### config.mk
export PLATFORM = sky130hd
export DESIGN_NAME = iterative_shifter
export DESIGN_NICKNAME = d
export VERILOG_FILES = /design/src/rtl/iterative_shifter.sv
export SDC_FILE = /design/constraint.sdc
export NUM_CORES = 1
export LEC_CHECK = 0
export BUFFER_PORTS_ARGS = -buffer_cell sky130_fd_sc_hd__buf_2
export CORE_MARGIN = 5
export CORE_UTILIZATION = 47
export CTS_BUF_LIST = sky130_fd_sc_hd__clkbuf_8
export CTS_CLUSTER_DIAMETER = 60
export DETAILED_ROUTE_END_ITERATION = 12
export GPL_TIMING_DRIVEN = 0
export MAX_ROUTING_LAYER = met4
export PLACE_DENSITY = 0.77
export SLEW_MARGIN = 5
export SYNTH_ARGS = -nofsm -noshare
export SYNTH_HDL_FRONTEND = slang
export SYNTH_SLANG_ARGS = --single-unit
export TNS_END_PERCENT = 10
### constraint.sdc
create_clock -name clk -period 2.5 [get_ports clk]
set_input_delay 0.375 -clock clk [delete_from_list [all_inputs] [get_ports clk]]
set_output_delay 0.375 -clock clk [all_outputs]
set_load 0.005 [all_outputs]
### src/rtl/iterative_shifter.sv
// rtl/iterative_shifter.sv - multi-cycle 16-bit shift/rotate unit, two bit positions per cycle
module iterative_shifter #(
    parameter int WIDTH = 16,
    parameter int CNT_W = 4
) (
    input  logic             clk,
    input  logic             rst,
    input  logic             in_valid,
    output logic             in_ready,
    input  logic [WIDTH-1:0] In,
    input  logic [CNT_W-1:0] Cnt,
    input  logic [1:0]       Op,
    output logic             out_valid,
    input  logic             out_ready,
    output logic [WIDTH-1:0] Out,
    output logic             busy
);

    typedef enum logic [1:0] {
        IDLE = 2'd0,
        BUSY = 2'd1,
        DONE = 2'd2
    } state_t;

    localparam logic [1:0] OP_ROL = 2'b00;
    localparam logic [1:0] OP_SLL = 2'b01;
    localparam logic [1:0] OP_ROR = 2'b10;
    localparam logic [1:0] OP_SRL = 2'b11;

    state_t           state_q, state_d;
    logic [WIDTH-1:0] data_q,  data_d;
    logic [CNT_W-1:0] rem_q,   rem_d;
    logic [1:0]       op_q,    op_d;

    // One step of the current operation: by two positions, or by one when only one remains.
    function automatic logic [WIDTH-1:0] step(input logic [WIDTH-1:0] d,
                                              input logic [1:0]       op,
                                              input logic             two);
        logic [WIDTH-1:0] r;
        r = d;
        case (op)
            OP_ROL:  r = two ? {d[WIDTH-3:0], d[WIDTH-1:WIDTH-2]} : {d[WIDTH-2:0], d[WIDTH-1]};
            OP_SLL:  r = two ? {d[WIDTH-3:0], 2'b00}              : {d[WIDTH-2:0], 1'b0};
            OP_ROR:  r = two ? {d[1:0], d[WIDTH-1:2]}             : {d[0], d[WIDTH-1:1]};
            OP_SRL:  r = two ? {2'b00, d[WIDTH-1:2]}              : {1'b0, d[WIDTH-1:1]};
            default: r = d;
        endcase
        return r;
    endfunction

    // State and datapath registers; reset discards any in-flight result.
    always_ff @(posedge clk) begin
        if (rst) begin
            state_q <= IDLE;
            data_q  <= '0;
            rem_q   <= '0;
            op_q    <= '0;
        end else begin
            state_q <= state_d;
            data_q  <= data_d;
            rem_q   <= rem_d;
            op_q    <= op_d;
        end
    end

    // Next-state logic: capture in IDLE, step in BUSY, hold until handoff in DONE.
    always_comb begin
        state_d = state_q;
        data_d  = data_q;
        rem_d   = rem_q;
        op_d    = op_q;
        case (state_q)
            IDLE: begin
                if (in_valid) begin
                    data_d  = In;
                    rem_d   = Cnt;
                    op_d    = Op;
                    state_d = (Cnt != '0) ? BUSY : DONE;
                end
            end
            BUSY: begin
                if (rem_q >= CNT_W'(2)) begin
                    data_d = step(data_q, op_q, 1'b1);
                    rem_d  = rem_q - CNT_W'(2);
                end else begin
                    data_d = step(data_q, op_q, 1'b0);
                    rem_d  = '0;
                end
                if (rem_d == '0) begin
                    state_d = DONE;
                end
            end
            DONE: begin
                if (out_ready) begin
                    state_d = IDLE;
                end
            end
            default: state_d = IDLE;
        endcase
    end

    assign in_ready  = (state_q == IDLE);
    assign out_valid = (state_q == DONE);
    assign busy      = (state_q != IDLE);
    assign Out       = data_q;

endmodule
; Yosys cells after proc, flatten, opt, wreduce, memory -nomap -nowiden
; Cells that the tools add are included.
[op_classes]
n_addsub = 1
muxes = 14
reduce_logical = 9
magnitude_cmp = 1
n_eq_ne = 8
[op_table]
columns = operator, n
row1 = $pmux 16 s4, 2
row2 = $mux 16, 2
row3 = $pmux 16 s2, 1
row4 = $mux 4, 3
row5 = $mux 2, 4
row6 = $pmux 4 s2, 1
row7 = $eq 2x2->1 const B, 3
row8 = $pmux 2 s3, 1
row9 = $eq 2x1->1 const B, 2
row10 = $ge 4x2->1 const B, 1
row11 = $logic_not 2->1, 2
row12 = $logic_not 4->1, 1
row13 = $ne 2x2->1 const B, 2
row14 = $reduce_and 2->1, 2
row15 = $reduce_bool 2->1, 2
row16 = $reduce_bool 4->1, 1
row17 = $sub 4x2->4 const B, 1
row18 = $reduce_and 3->1, 1
row19 = $ne 2x1->1 const B, 1
[totals]
wordCells = 37
output_inout_bits = 19
reg_bits = 24

; Logic depth before layout (Yosys ltp)
[logic_depth]
word_depth = 6
ltp_mapped = 7

; Worst setup path after synthesis
; OpenSTA, ideal clock, no wires.
[synth_timing]
path_kind = reg2reg
startpoint = register rem_q[3]
endpoint = register data_q[5] (netlist: Out[5])
arrival_time_ns = 1.545
path_slack_ns = 0.817
period_less_slack_ns = 1.683
setup_ns = 0.138
required_ns = 2.362
stages_incl_launch_ff = 7
path_cell_list = dfxtp_1 -> buf_6 -> nor3_4 -> buf_6 -> mux4_2 -> a211oi_2 -> a2111oi_2
[synth_via]
elab_chain_len = 3
[synth_lines]
columns = item, line_no
row1 = "start, declared", 32  ; logic [CNT_W-1:0] rem_q, rem_d;
row2 = "start signal, assigned", 61  ; rem_q <= rem_d;
row3 = $ge 4x2->1, 82  ; if (rem_q >= CNT_W'(2)) begin
row4 = $mux 16, 82
row5 = $pmux 16 s2, 72  ; case (state_q)
row6 = "end signal, assigned", 60  ; data_q <= data_d;
row7 = "end, declared", 31  ; logic [WIDTH-1:0] data_q, data_d;
; No other way between the ends.
; A chain may end at the register's enable or synchronous reset.

; Worst setup path after layout
[layout_timing]
startpoint = register state_q[0]
endpoint = register state_q[1]
[layout_via]
elab_chain_len = 3
[layout_lines]
columns = item, line_no
row1 = "start, declared", 30  ; state_t state_q, state_d;
row2 = "start signal, assigned", 59  ; state_q <= state_d;
row3 = $eq 2x1->1 (tied with other cells), 72
row4 = $ne 2x2->1 (no line) / $ne 2x1->1 (equally long branches), -
row5 = $reduce_and 3->1 (no line), -
; Several ways; a longest one is shown, not always the timed one.

==> impl_metrics.py <==
metrics = {
    "status": {
        "run_status": "complete, no violations",
    },
    "power": {
        "power_frac_clock": 0.224,
        "pwr-share-seq": 0.335,
        "power_density_nw_per_um2": 758,
        "peakVddDrop_v": 0.000379,
        "p_total_mw": 1.59,
        "leakagePower_nw": 0.849,
        "switching_share": 0.388,
        "power_switching_uw": 619,
        "combPwrFrac": 0.441,
        "internal_power_uw": 975,
    },
    "synthesis": {
        "synth_cells": 210,
        "yosysWarnings": 0,
        "synth_area_um2": 1750,
        "synth_top_area_share": 0.274,
        "synthArstFlopShare": 0,
        "ys_top_cells_by_area": "dfxtp_1, a21oi_1, mux4_1",
        "synth_edf_count": 0,
        "syn_nets": 237,
        "synth_top_flop_cell": "dfxtp_1",
        "syn_area_per_cell_um2": 8.34,
        "synth_area_leader_cell": "dfxtp_1",
        "synth_cell_types": 53,
        "synth-seq-cells": 24,
        "yosysSeqAreaShare": 0.274,
    },
    "global_route": {
        "grt_max_degree": 15,
        "grt_usage": 0.219,
        "grt_pass1_wl_um": 8670,
        "antenna_found_initial": 0,
        "grt_overflow_total": 0,
        "grt_pass1_vias": 1716,
    },
    "place": {
        "place_area_um2": 2030,
        "gp_congestion": 0.887,
        "hpwl_um": 3890,
        "port_buffers": 44,
        "place_inst": 302,
        "post-place-ws_ns": 0.586,
    },
    "flow_run": {
        "max-cap-violations": 0,
    },
    "clock_network": {
        "ctsResizeCount": 0,
        "cts_setup_buffers": 0,
        "htreeDepth": 1,
        "cts_buffers": 3,
        "cts_tree": "done",
        "cts.clk_slew.worst_paths_ns": 0.10,
        "clock_latency_ns": 0.28,
        "root_buffer": "clkbuf_8",
        "cts_hold_buf": 0,
        "cts.sinks": 24,
        "clockBufferDepth": 2,
    },
    "critical_path": {
        "cp.arrival_ns": 2.14,
        "path_class": "flop to flop",
        "critPathCaptureType": "flop",
        "worst_ep_required_time_ns": 2.65,
        "cp_max_fo": 10,
        "start_kind": "flop",
    },
    "timing": {
        "slew_violations": 0,
        "rsz0062_at_grt": "no",
        "relSlewSlack": 0.567,
        "fin_crit_sh": 0.797,
        "setup_viol": 0,
        "fin_worst_skew_ns": 0.00844,
        "layout_min_cycle_time_ns": 1.99,
        "fmax_mhz": 502,
        "fin_setup_tns_ns": 0,
        "hold_viol_final": 0,
        "whs_ns": 0.351,
        "worstMarginPinSlew_ns": 0.650,
        "worst_slack_ns": 0.508,
    },
    "cells_and_area": {
        "syn_to_final_growth_pct": 20.1,
        "n_antenna_cell": 0,
        "drive_gt1_frac": 0.275,
        "final_nets": 286,
        "regArea_um2": 480,
        "stdcell_area_um2": 2100,
        "layout_commonest_cell": "buf_2",
        "fillers": 340,
        "final_cell_mix": "buf_2, dfxtp_1, nor2_1",
        "multi_input_area_um2": 1110,
        "utilization": 0.579,
        "layout.cells.non_filler": 306,
    },
    "detailed_routing": {
        "totalWireLength_um": 5460,
        "met2_length_um": 2560,
        "drtPass1Iterations": 5,
        "vias": 1922,
        "routed_via_density": 6.28,
        "postRouteAntennaNets": 0,
        "wl_met1_um": 2280,
        "wl_per_cell_um": 17.8,
        "dr.first_iter.drc_count": 164,
        "highest_layer": "met4",
        "wl_met3_um": 542,
        "drc_errors": 0,
    },
    "die": {
        "coreArea_um2": 3630,
        "pin_count": 45,
        "die_x_um": 71.1,
        "dieHeight_um": 71.1,
        "start_util": 0.482,
        "die_area_um2": 5050,
        "num_rows": 22,
    },
    "worst_hold_path": {
        "holdCritPathClass": "input pin to flop",
    },
}
[sequential cells by signal, summed over array words and instances (netlist names)]
| register | cells |
|---|---|
| Out | 16 |
| state_q | 2 |
| op_q | 2 |
| rem_q | 4 |
[critical path, cell delays in order, from the launching register on]
cell,delay (ns)
dfxtp_1,0.39
buf_2,0.24
nor2b_1,0.56
o311ai_0,0.35
a22oi_1,0.25
nor3b_1,0.07
[cells in the mapped netlist (all sizes together) (2+ instances only)]
library cell  count
a2111oi           4
a211o             2
a211oi           12
a21o              4
a21oi            18
a221oi            4
a311oi            5
buf               9
clkbuf           10
dfxtp            24
inv              10
mux2i             3
mux4              4
nand2            18
nand2b            5
nand3            10
nand3b            2
nor2             19
nor2b             6
nor3              5
nor4bb            2
o2111ai           2
o21ai             4
o22a              2
o22ai             3
o31a              4
o31ai             4
[layer usage]
| layer | GRT usage | up-vias |
|---|---|---|
| met4 | 0.0585 | 0 |
| met2 | 0.344 | 107 |
| li1 | - | 898 |
| met5 | - | - |
| met3 | 0.0327 | 7 |
| met1 | 0.293 | 910 |
[final cells by class]
| class | count | share of cell area |
|---|---|---|
| inverter | 10 | 0.0178 |
| multi-input combinational | 157 | 0.528 |
| clock inverter | 1 | 0.0143 |
| clock buffer | 3 | 0.0196 |
| sequential | 24 | 0.228 |
| timing repair buffer | 44 | 0.105 |
| tap | 48 | 0.0286 |
| buffer | 19 | 0.0589 |
[logic make-up (layout without fill, tap and decap cells)]
logic type               after synthesis  count (layout)  share of synthesized area
AND/OR/NAND/NOR                       71              71                      0.204
adder cells (fa/ha/maj)                1               1                    0.00714
flip-flops                            24              24                      0.274
multiplexers                           8               8                     0.0814
AO/OA/AOI/OAI                         76              76                      0.336
XOR/XNOR                               1               1                    0.00500
buffers and inverters                 29              77                     0.0921
[final timing paths]
check	depth (start not counted)	slack [ns]	startpoint	endpoint
setup reg to reg	5	0.51	state_q[0]	state_q[1]
hold reg to reg	2	0.54	op_q[0]	op_q[0]
setup / recovery	5	0.51	state_q[0]	state_q[1]
hold / removal	2	0.35	rst	Out[5]
[power by group through the flow]
stage               registers (mW)  clock network (mW)  logic [mW]
finish                       0.534               0.357       0.704
global route                 0.544               0.368       0.765
CTS                          0.531               0.354       0.696
detailed placement           0.539                   0       0.691
global placement             0.538                   0       0.681
floorplan                    0.519                   0       0.498
(Power assumes the default switching activity.)
